`config.mk`:
```
export PLATFORM = sky130hd
export DESIGN_NAME = insfetch_unit
export DESIGN_NICKNAME = d
export VERILOG_FILES = /design/src/rtl/insfetch_unit.sv
export SDC_FILE = /design/constraint.sdc
export NUM_CORES = 1
export LEC_CHECK = 0
export CAP_MARGIN = 5
export CORE_ASPECT_RATIO = 0.5
export CORE_MARGIN = 3
export CORE_UTILIZATION = 30
export CTS_BUF_LIST = sky130_fd_sc_hd__clkbuf_16
export CTS_CLUSTER_SIZE = 16
export DETAILED_ROUTE_END_ITERATION = 8
export HOLD_SLACK_MARGIN = 0.1
export SETUP_SLACK_MARGIN = 0.15
export SYNTH_ARGS = -nofsm -noshare
export SYNTH_HDL_FRONTEND = slang
export SYNTH_SLANG_ARGS = --single-unit
```
`constraint.sdc`:
```
create_clock -name clk_in -period 3.6 [get_ports clk_in]
set_input_delay 0.54 -clock clk_in [delete_from_list [all_inputs] [get_ports clk_in]]
set_output_delay 0.54 -clock clk_in [all_outputs]
set_load 0.02 [all_outputs]
```
`src/rtl/insfetch_unit.sv`:
```
// Instruction fetch stage: owns the PC, fetches one word at a time from the icache and
// queues {word, pc, next_pc, compressed} for the decoder. Optional JAL target prediction
// is enabled by defining INSFETCH_JAL_PREDICT_EN.
module insfetch_unit #(
    parameter logic [31:0] RESET_PC         = 32'h0000_0000,
    parameter int          QUEUE_DEPTH_BITS = 2
) (
    input  logic        clk_in,
    input  logic        rst_in,
    input  logic        rdy_in,
    input  logic        flush_pipline,
    input  logic [31:0] flush_target_pc,
    output logic [31:0] read_addr,
    output logic        is_reading,
    input  logic [31:0] read_data,
    input  logic        is_ready,
    input  logic        icache_available,
    output logic        ins_valid,
    output logic [31:0] ins_data,
    output logic [31:0] ins_pc,
    output logic [31:0] ins_next_pc,
    output logic        ins_is_compressed,
    input  logic        ins_accept
);

    localparam int DEPTH = 1 << QUEUE_DEPTH_BITS;
    localparam logic [QUEUE_DEPTH_BITS:0]   CNT_ONE = 1;
    localparam logic [QUEUE_DEPTH_BITS-1:0] PTR_ONE = 1;

    typedef enum logic {S_RUN, S_WAIT} state_e;

    typedef struct packed {
        logic [31:0] word;
        logic [31:0] pc;
        logic [31:0] next_pc;
        logic        comp;
    } entry_t;

    state_e                      state_q, state_d;
    logic [31:0]                 pc_q, pc_d;
    logic [QUEUE_DEPTH_BITS:0]   cnt_q, cnt_d;
    logic [QUEUE_DEPTH_BITS-1:0] rd_ptr_q, rd_ptr_d;
    logic [QUEUE_DEPTH_BITS-1:0] wr_ptr_q, wr_ptr_d;
    entry_t                      mem_q [DEPTH];

    logic        active;
    logic        fifo_full;
    logic        push;
    logic        pop;
    logic        fetch_comp;
    logic [31:0] fetch_next;
    entry_t      head;

    // Length decode of the word arriving from the icache this cycle.
    always_comb begin
        fetch_comp = (read_data[1:0] != 2'b11);
        fetch_next = pc_q + (fetch_comp ? 32'd2 : 32'd4);
`ifdef INSFETCH_JAL_PREDICT_EN
        if (!fetch_comp && read_data[6:0] == 7'b1101111)
            fetch_next = pc_q + {{11{read_data[31]}}, read_data[31], read_data[19:12],
                                 read_data[20], read_data[30:21], 1'b0};
`endif
    end

    // Count can reach DEPTH exactly, so its MSB alone marks a full queue.
    assign active     = rdy_in && !flush_pipline;
    assign fifo_full  = cnt_q[QUEUE_DEPTH_BITS];
    assign is_reading = rst_in && active && (state_q == S_RUN) && icache_available && !fifo_full;
    assign push       = active && is_ready && (is_reading || state_q == S_WAIT);
    assign pop        = active && ins_valid && ins_accept;
    assign read_addr  = pc_q;

    always_comb begin
        state_d  = state_q;
        pc_d     = pc_q;
        cnt_d    = cnt_q;
        rd_ptr_d = rd_ptr_q;
        wr_ptr_d = wr_ptr_q;
        if (rdy_in) begin
            if (flush_pipline) begin
                pc_d     = flush_target_pc;
                cnt_d    = '0;
                rd_ptr_d = '0;
                wr_ptr_d = '0;
                state_d  = S_RUN;
            end else begin
                if (push) begin
                    pc_d     = fetch_next;
                    wr_ptr_d = wr_ptr_q + PTR_ONE;
                    state_d  = S_RUN;
                end else if (is_reading) begin
                    state_d = S_WAIT;
                end
                if (pop)
                    rd_ptr_d = rd_ptr_q + PTR_ONE;
                case ({push, pop})
                    2'b10:   cnt_d = cnt_q + CNT_ONE;
                    2'b01:   cnt_d = cnt_q - CNT_ONE;
                    default: cnt_d = cnt_q;
                endcase
            end
        end
    end

    always_ff @(posedge clk_in or negedge rst_in) begin
        if (!rst_in) begin
            state_q  <= S_RUN;
            pc_q     <= RESET_PC;
            cnt_q    <= '0;
            rd_ptr_q <= '0;
            wr_ptr_q <= '0;
        end else begin
            state_q  <= state_d;
            pc_q     <= pc_d;
            cnt_q    <= cnt_d;
            rd_ptr_q <= rd_ptr_d;
            wr_ptr_q <= wr_ptr_d;
        end
    end

    // Storage needs no reset: the outputs are masked while the queue is empty.
    always_ff @(posedge clk_in) begin
        if (push)
            mem_q[wr_ptr_q] <= '{word: read_data, pc: pc_q, next_pc: fetch_next, comp: fetch_comp};
    end

    assign head              = mem_q[rd_ptr_q];
    assign ins_valid         = (cnt_q != '0);
    assign ins_data          = ins_valid ? head.word    : 32'h0;
    assign ins_pc            = ins_valid ? head.pc      : 32'h0;
    assign ins_next_pc       = ins_valid ? head.next_pc : 32'h0;
    assign ins_is_compressed = ins_valid && head.comp;

endmodule

```
Word-level counts from Yosys, hierarchy flattened
Memories as Yosys holds them, arrays and structs flattened.
Cells that the tools add are included.
- add/subtract/negate cells: 5
- multiply operators: 0
- div/mod/pow operators: 0
- magnitude comparators: 0
- eq/ne operators: 3
- shift operators: 0
- multiplexer cells: 17
- bitwise gates (word level): 1
- reductions and logical operators: 22
- operators by type and width (operator ; number):
    $mux 32 ; 5
    $add 32x3->32 ; 1
    $logic_and 1x1->1 ; 10
    $reduce_bool 3->1 ; 3
    $mux 2 ; 4
    $reduce_and 2->1 ; 4
    $mux 3 ; 2
    $pmux 3 s2 ; 1
    $mux 1 ; 5
    $add 2x1->2 const B ; 2
    $reduce_bool 2->1 ; 2
    $add 3x1->3 const B ; 1
    $sub 3x1->3 const B ; 1
    $eq 2x1->1 const B ; 1
    $eq 2x2->1 const B ; 1
    $logic_not 1->1 ; 2
    $ne 2x2->1 const B ; 1
    $logic_or 1x1->1 ; 1
    $not 1->1 ; 1
- bits in registers: 40
- bits in latches: 0
- RAM bits: 388
- memory bits (read-only): 0
- output and inout port bits: 131
- logic and storage cells: 54
- memories kept: 1
- memories (memory ; words ; bits a word ; rd ports ; clocked after memory_dff ; write ports ; line ; text):
    mem_q ; 4 ; 97 ; 1 ; 0 ; 1 ; 44 ; entry_t mem_q [DEPTH];

Longest topological paths before layout
Gate-level depths: netlist of run 1.
- depth after elaboration: 11
- mapped depth: 9

Worst setup path before layout of run 1
OpenSTA, ideal clock, no wires.
- kind: input -> register
- from: in icache_available
- to: mem mem_q[1][0] (netlist bit), enable pin
- setup time: 466 ps
- arrival: 3336 ps
- data required time: 3134 ps
- path slack: -202 ps
- stages on the path: 4
- path buffers: 0
- cells stage by stage: and3b_1 > o21ai_1 > nor2_1 > and2_1
- cells in the longest elaborated chain, start to end: 6
- ends and longest elaborated chain (item ; line ; text):
    from (decl) ; 17 ; input logic icache_available,
    $logic_and 1x1->1 (2 in a row) ; 68 ; assign is_reading = rst_in && active && (state_q == S_RUN) && icache_available && !fifo_full;
    $logic_or 1x1->1 ; 69 ; assign push = active && is_ready && (is_reading || state_q == S_WAIT);
    $logic_and 1x1->1 ; 69 ;
    $mux 1 ; 123 ; if (push)
    $mux 1 (not written as such) ; 124 ; mem_q[wr_ptr_q] <= '{word: read_data, pc: pc_q, next_pc: fetch_next, comp: fetch_comp};
    to (decl) ; 44 ;
Every way passes these cells.

Worst setup path in the final report of run 1
- from: reg rd_ptr_q[1]
- to: out ins_next_pc[30]
- cells in the longest elaborated chain, start to end: 2
- ends and longest elaborated chain (item ; line ; text):
    from (decl) ; 42 ; logic [QUEUE_DEPTH_BITS-1:0] rd_ptr_q, rd_ptr_d;
    from (signal assigned) ; 116 ; rd_ptr_q <= rd_ptr_d;
    $mem_v2 4x97 ; - ;
    $mux 32 ; 131 ; assign ins_next_pc = ins_valid ? head.next_pc : 32'h0;
    to (decl) ; 21 ; output logic [31:0] ins_next_pc,
Every way passes these cells.

==> results of run 1 <==
layout make-up:
type                    count  area (um^2)
repair buffers            230         2370
diodes                      2         5.00
well taps                 768          961
flip-flops and latches    424        12500
inverters                   8         30.0
fillers                  5265        35700
clock inverters            35          298
multi-input cells         487         4800
clock buffers              44         1100
synthesized netlist by cell type (3+ instances only):
library cell	number	share of area, %
and2_1	104	3.7
buf_6	4	0.26
clkbuf_1	37	0.79
edfxtp_1	384	65
and4_1	3	0.15
a211o_1	5	0.25
buf_4	3	0.13
nor2b_1	4	0.14
nand3_1	23	0.65
a22oi_1	3	0.13
mux4_2	96	12
nor3b_1	6	0.26
o2bb2ai_1	7	0.35
ha_1	6	0.43
o21a_1	5	0.21
nor4_4	5	0.60
xnor2_1	13	0.65
a31oi_1	4	0.14
dfrtp_1	40	5.7
o22a_1	7	0.35
nor3_1	15	0.43
nand4_1	4	0.14
a21oi_1	16	0.45
xor2_1	17	0.84
nor3_2	3	0.17
nor2_1	26	0.55
inv_1	8	0.17
mux2i_1	10	0.57
buf_1	3	0.064
and3_1	6	0.21
buf_2	14	0.40
nand2_1	40	0.85
nor4_1	3	0.11
o21ai_0	19	0.54
worst min path at each step:
| stage | from | endpoint | slack, ns | depth (start not counted) |
|---|---|---|---|---|
| 2_1_floorplan | rst_in | cnt_q[0]$_DFFE_PN0P_ | 0.24 | 0 |
| 3_3_place_gp | rst_in | state_q$_DFFE_PN0P_ | 0.34 | 1 |
| 3_5_place_dp | rst_in | state_q$_DFFE_PN0P_ | 0.34 | 1 |
| 4_1_cts | rst_in | state_q$_DFFE_PN0P_ | 0.33 | 2 |
| 5_1_grt | rst_in | state_q$_DFFE_PN0P_ | 0.33 | 2 |
| 6_report | rst_in | state_q$_DFFE_PN0P_ | 0.35 | 2 |
worst max-delay path, stage by stage, from the launching register on:
cell,delay (ns)
dfrtp_4,0.75
buf_4,0.35
mux4_2,0.36
and2_1,0.21
clkdlybuf4s50_1,0.54
sequential cells by signal (all words and copies together) (netlist names):
register,count
read_addr,32
mem_q,384
rd_ptr_q,2
wr_ptr_q,2
state_q,1
cnt_q,3
what timing repair did:
item	4_1_cts	5_1_grt
endpoints found under the hold margin	1	0
setup endpoints to repair	0	53
hold buffers	1	0
gates resized for setup	0	2
layer usage:
| layer | up-vias | global-route usage (%) | part of all wire, % |
|---|---|---|---|
| li1 | 4281 | - | - |
| met1 | 5040 | 15.9 | 39 |
| met2 | 171 | 25.3 | 55 |
| met3 | 62 | 1.82 | 3.1 |
| met4 | 0 | 4.26 | 2.8 |
| met5 | - | 0 | 0 |
through the flow:
stage          total power, mW  instances  utilization (%)
2_1_floorplan             9.35        982                -
3_3_place_gp              11.9       1916             35.8
3_5_place_dp              12.0       1916             35.8
4_1_cts                   16.4       1996             38.2
5_1_grt                   16.9       1998             38.2
6_report                  16.1       1998             38.2
kinds of logic after synthesis:
logic type,count (synthesis)
flip-flops,424
AND/OR/NAND/NOR,260
multiplexers,107
AO/OA/AOI/OAI,82
buffers and inverters,71
XOR/XNOR,30
adder cells (fa/ha/maj),8
report_power, final:
| part | total [mW] | leakage (nW) | internal (mW) | switching [mW] |
|---|---|---|---|---|
| Clock | 4.39 | 0.719 | 2.58 | 1.81 |
| Sequential | 6.09 | 3.92 | 5.75 | 0.347 |
| Combinational | 5.65 | 2.52 | 2.72 | 2.93 |
| Total | 16.1 | 7.15 | 11.0 | 5.09 |
==> out/metrics.csv, run 1 <==
stage,metric,value,unit
run_status,status,"complete, no violations",
sta,Final Hold Fails,0,
synthesis,Synth Area in Simple Gates,8.92,%
clock_tree,CTS tree,done,
sta,FMAX,301,MHz
sta,Least-Margin Pin Slew,0.981,ns
setup_path,Setup CP Type,flip-flop to output pin,
detailed_routing,number of remaining DRC errors,0,
clock_tree,clk_lat worst skew,0.54,ns
sta,post-layout min period,3.32,ns
detailed_routing,drt first pass iters,4,
synthesis,post-synth cell types,64,
setup_path,CP Launch Type,flip-flop,
placed_design,"Cell Area, Placed",0.0207,mm^2
power,LEAKAGE,7.15,nW
setup_path,Reg-to-Reg End,mem_q[1][24]$_DFFE_PP_,
setup_path,Critical Path Sink,ins_next_pc[30],
synthesis,"Seq/Total Area, Yosys",71.0,%
setup_path,RR Startpoint,read_addr[11]$_DFFE_PN0P_,
sta,Worst slew margin,34.6,%
synthesis,multiplexer share of the synthesized area,12.9,%
power,cell area power density,730,mW/mm^2
grt,initial antenna violation count,2,
synthesis,Avg Inst Size Synth,18.0,um^2
placed_design,Post-Place Worst Slack,0.267,ns
grt,grt ovf,0,
floorplan,IO Count,202,
floorplan,Initial Util,30.5,%
synthesis,Syn Inst Count,982,
sta,Setup TNS Final,0,ns
detailed_routing,WL/cell,21.1,um
synthesis,Ys Warns,0,
job,Max Cap Viol,0,
sta,final setup vio count,0,
synthesis,top_reg_cell synth,edfxtp_1,
floorplan,DIE AREA,0.0619,mm^2
layout,"Net count, final",1273,
floorplan,Core Region,0.0578,mm^2
layout,"commonest non-fill, non-tap cells in the layout","edfxtp_1 (384), clkdlybuf4s50_1 (199), and2_1 (100)",
synthesis,syn_nets,1061,
layout,Syn-to-layout area delta,25.3,%
synthesis,mapped cell area,0.0176,mm^2
clock_tree,clk slew on worst S/H paths,0.06,ns
synthesis,post-synthesis xor/xnor area fraction,1.49,%
layout,final instance area,0.0221,mm^2
grt,first-pass GRT wire length,64000,um
setup_path,r2r setup slk,0.92,ns
synthesis,"flops & latches, synth",424,
sta,Worst Skew,0.0134,ns
setup_path,reg2reg path depth,4,
setup_path,worst setup path startpoint,rd_ptr_q[1]$_DFFE_PN0P_,
clock_tree,H-Tree Depth,2,
setup_path,CP max FO,26,
sta,RSZ-0062 raised after global routing,false,
placed_design,PortBufs,201,
clock_tree,post-CTS setup buffer count,0,
floorplan,floorplan row count,62,
floorplan,Die Width,349,um
sta,Max Slew Vio Count,0,
placed_design,HPWL Detailed,26600,um
clock_tree,Clock Tree Root,clkbuf_16,
detailed_routing,final wirelength,42100,um
sta,period utilization,92.2,%
clock_tree,clk buf depth,3,
layout,"most common cell after layout, fill and taps aside",edfxtp_1,
synthesis,Synth Area in Adders,0.653,%
clock_tree,clock sink total,424,
synthesis,largest family of logic cells by synthesized area,multiplexers,
synthesis,Post-synth EDFFs,384,
grt,GRT Total Usage,13.4,%
grt,vias in the first global route,10400,
detailed_routing,Vias/cell,4.78,
hold_path,Hold Path Class,input pin to async pin,
layout,fraction of layout cells with a size suffix above 1,17.5,%
placed_design,gpl congestion,0.796,
floorplan,die height,177,um
synthesis,asr flop ratio synth,9.43,%
setup_path,Worst Path Arrival,2.78,ns
power,peak supply drop,406,uV
grt,largest net degree at the start of global routing,85,
sta,PnR worst setup slack,0.282,ns
detailed_routing,Routed Antenna Nets,0,
sta,hold_ws,0.348,ns
synthesis,complex-gate fraction of the synthesized area,3.15,%
setup_path,Setup crit end kind,output pin,
detailed_routing,1st-iter DRT viols,716,
detailed_routing,via count,9554,
setup_path,CP required,3.06,ns
clock_tree,cts bufs inserted,43,
Note: power is estimated with default switching activity, not from simulation.
==> run 2: changes to the inputs <==
--- a/config.mk
+++ b/config.mk
@@ -5,6 +5,7 @@
 export SDC_FILE = /design/constraint.sdc
 export NUM_CORES = 1
 export LEC_CHECK = 0
+export ABC_AREA = 0
 export CAP_MARGIN = 5
 export CORE_ASPECT_RATIO = 0.5
 export CORE_MARGIN = 3
@@ -13,7 +14,7 @@
 export CTS_CLUSTER_SIZE = 16
 export DETAILED_ROUTE_END_ITERATION = 8
 export HOLD_SLACK_MARGIN = 0.1
-export SETUP_SLACK_MARGIN = 0.15
+export SETUP_SLACK_MARGIN = 0.05
 export SYNTH_ARGS = -nofsm -noshare
 export SYNTH_HDL_FRONTEND = slang
 export SYNTH_SLANG_ARGS = --single-unit
==> run 2 against run 1 <==
- setup slack worse by 0.17 ns
- sequential share of layout area about the same
- cell area about the same
- clock power barely moved
- total power decreased by 0.10%
- clock-buffer cell count unchanged
- global-route usage unchanged
- register-to-register slack worse by 0.04 ns
- via count rose by 0.60%
- critical path depth did not move
- maximum frequency fell by 4.9%
- wire length about the same
- highest routed layer unchanged
==> out/metrics.csv, run 2 (synthesis gave the netlist of run 1 again) <==
stage,metric,value,unit,change
clock_tree,cts bufs inserted,43,,unchanged
setup_path,Worst Path Arrival,2.95,ns,+0.17 ns
setup_path,max incr delay on CP,0.71,ns,-0.04 ns
sta,RSZ-0062 raised after global routing,false,,
layout,Syn-to-layout area delta,25.2,%,about the same
floorplan,die height,177,um,unchanged
detailed_routing,number of remaining DRC errors,0,,unchanged
grt,largest net degree at the start of global routing,85,,unchanged
clock_tree,H-Tree Depth,2,,unchanged
clock_tree,post-CTS sizing,0,,unchanged
power,peak supply drop,406,uV,+0.12%
layout,# fillers,5268,,+0.057%
layout,"most common cell after layout, fill and taps aside",edfxtp_1,,
setup_path,CP Launch Type,flip-flop,,
floorplan,IO Count,202,,unchanged
grt,vias in the first global route,10400,,unchanged
clock_tree,clk slew on worst S/H paths,0.06,ns,about the same
grt,grt ovf,0,,unchanged
layout,max FFs per register,384,,unchanged
setup_path,CP cell instances,or3_2 > buf_12 > and2_1 > clkdlybuf4s50_1,,
power,cell area power density,730,mW/mm^2,about the same
floorplan,floorplan row count,62,,unchanged
layout,Largest Register,mem_q,,
sta,FMAX,287,MHz,-4.9%
clock_tree,clock sink total,424,,unchanged
sta,Final Hold Fails,0,,unchanged
grt,first-pass GRT wire length,64000,um,unchanged
layout,"Net count, final",1273,,unchanged
layout,sequential cell area,0.0125,mm^2,unchanged
setup_path,Setup crit end kind,output pin,,
grt,initial antenna violation count,2,,unchanged
sta,Worst slew margin,34.2,%,-0.40 points
detailed_routing,drt first pass iters,5,,+1
sta,post-layout min period,3.49,ns,+0.170 ns
clock_tree,Clock Tree Root,clkbuf_16,,
clock_tree,clk_lat worst skew,0.54,ns,about the same
layout,fraction of layout cells with a size suffix above 1,17.5,%,unchanged
layout,multi-input logic area,0.00479,mm^2,about the same
floorplan,Initial Util,30.5,%,unchanged
sta,final setup vio count,0,,unchanged
grt,GRT Total Usage,13.4,%,unchanged
placed_design,Inst Count DP,1916,,unchanged
floorplan,Die Width,349,um,unchanged
run_status,status,"complete, no violations",,
placed_design,PortBufs,201,,unchanged
placed_design,"Cell Area, Placed",0.0207,mm^2,unchanged
setup_path,CP required,3.06,ns,about the same
layout,post-route insts no fill,1998,,unchanged
sta,Setup TNS Final,0,ns,unchanged
sta,Worst Skew,0.0127,ns,-0.000705 ns
placed_design,HPWL Detailed,26600,um,unchanged
setup_path,CP max-delay cell,or3_2,,
clock_tree,post-CTS setup buffer count,0,,unchanged
layout,final instance area,0.0221,mm^2,about the same
sta,Max Slew Vio Count,0,,unchanged
placed_design,gpl congestion,0.796,,unchanged
power,LEAKAGE,7.15,nW,about the same
detailed_routing,1st-iter DRT viols,745,,+4.1%
job,Max Cap Viol,0,,unchanged
detailed_routing,Routed Antenna Nets,0,,unchanged
setup_path,CP max FO,84,,+220%
floorplan,Core Region,0.0578,mm^2,unchanged
setup_path,Setup CP Type,flip-flop to output pin,,
detailed_routing,via count,9611,,+0.60%
layout,"commonest non-fill, non-tap cells in the layout","edfxtp_1 (384), clkdlybuf4s50_1 (199), and2_1 (100)",,
detailed_routing,WL/cell,21.1,um,about the same
layout,post-layout util,38.2,%,about the same
hold_path,Hold Path Class,input pin to async pin,,
clock_tree,CTS tree,done,,
sta,period utilization,96.9,%,+4.7 points
clock_tree,Hold Buf Count CTS,1,,unchanged
detailed_routing,final wirelength,42100,um,about the same
detailed_routing,Vias/cell,4.81,,+0.60%
sta,Least-Margin Pin Slew,0.987,ns,+0.00605 ns
floorplan,DIE AREA,0.0619,mm^2,unchanged
clock_tree,clk buf depth,3,,unchanged
## run 2: cell counts in the layout (fill, tap and decap cells not counted)
No cell type changed its count.
## run 2: per-layer routing
| layer | vias to the layer above | routed length [um] | track usage, % |
|---|---|---|---|
| li1 | 4283 | - | - |
| met1 | 5083 | 16400 | 15.9 |
| met2 | 182 | 23300 | 25.3 |
| met3 | 63 | 1280 | 1.82 |
| met4 | 0 | 1160 | 4.26 |
| met5 | - | 0 | 0 |
## run 2: area by class of cell
class / count / area share [%]
diodes: 2 / 0.0227
clock buffers: 44 / 4.99
clock inverters: 35 / 1.35
inverters: 8 / 0.136
multi-input cells: 487 / 21.7
flip-flops and latches: 424 / 56.8
well taps: 768 / 4.35
repair buffers: 230 / 10.7
## run 2: where the power goes
part	total (mW)	switching (mW)	internal [mW]
clock	4.38	1.81	2.58
sequential	6.09	0.346	5.75
combinational	5.64	2.93	2.71
## run 2: worst paths after layout
path	startpoint	end	slack (ns)	depth (start not counted)
worst max register to register	read_addr[11]$_DFFE_PN0P_	mem_q[1][32]$_DFFE_PP_	0.88	4
worst max-delay path	cnt_q[2]$_DFFE_PN0P_	ins_pc[10]	0.11	4
worst min register to register	wr_ptr_q[0]$_DFFE_PN0P_	wr_ptr_q[0]$_DFFE_PN0P_	0.55	1
worst min-delay path	rst_in	state_q$_DFFE_PN0P_	0.35	2
min in group clk_in	wr_ptr_q[0]$_DFFE_PN0P_	wr_ptr_q[0]$_DFFE_PN0P_	0.55	1
max in group asynchronous	rst_in	rd_ptr_q[0]$_DFFE_PN0P_	2.48	3
## run 2: critical path: cells and delay by family (launching register included)
kind	cells	cell delay, ns
buffers and inverters	2	0.86
AND/OR/NAND/NOR	2	0.96
flip-flops	1	0.43
## run 2: through the flow
| stage | setup WS [ns] | total power [mW] | hold slack, ns |
|---|---|---|---|
| 2_1_floorplan | 0.856 | 9.35 | 0.244 |
| 3_3_place_gp | 0.346 | 11.9 | 0.339 |
| 3_5_place_dp | 0.267 | 12.0 | 0.338 |
| 4_1_cts | 0.165 | 16.4 | 0.331 |
| 5_1_grt | 0.0561 | 16.8 | 0.334 |
| 6_report | 0.111 | 16.1 | 0.347 |
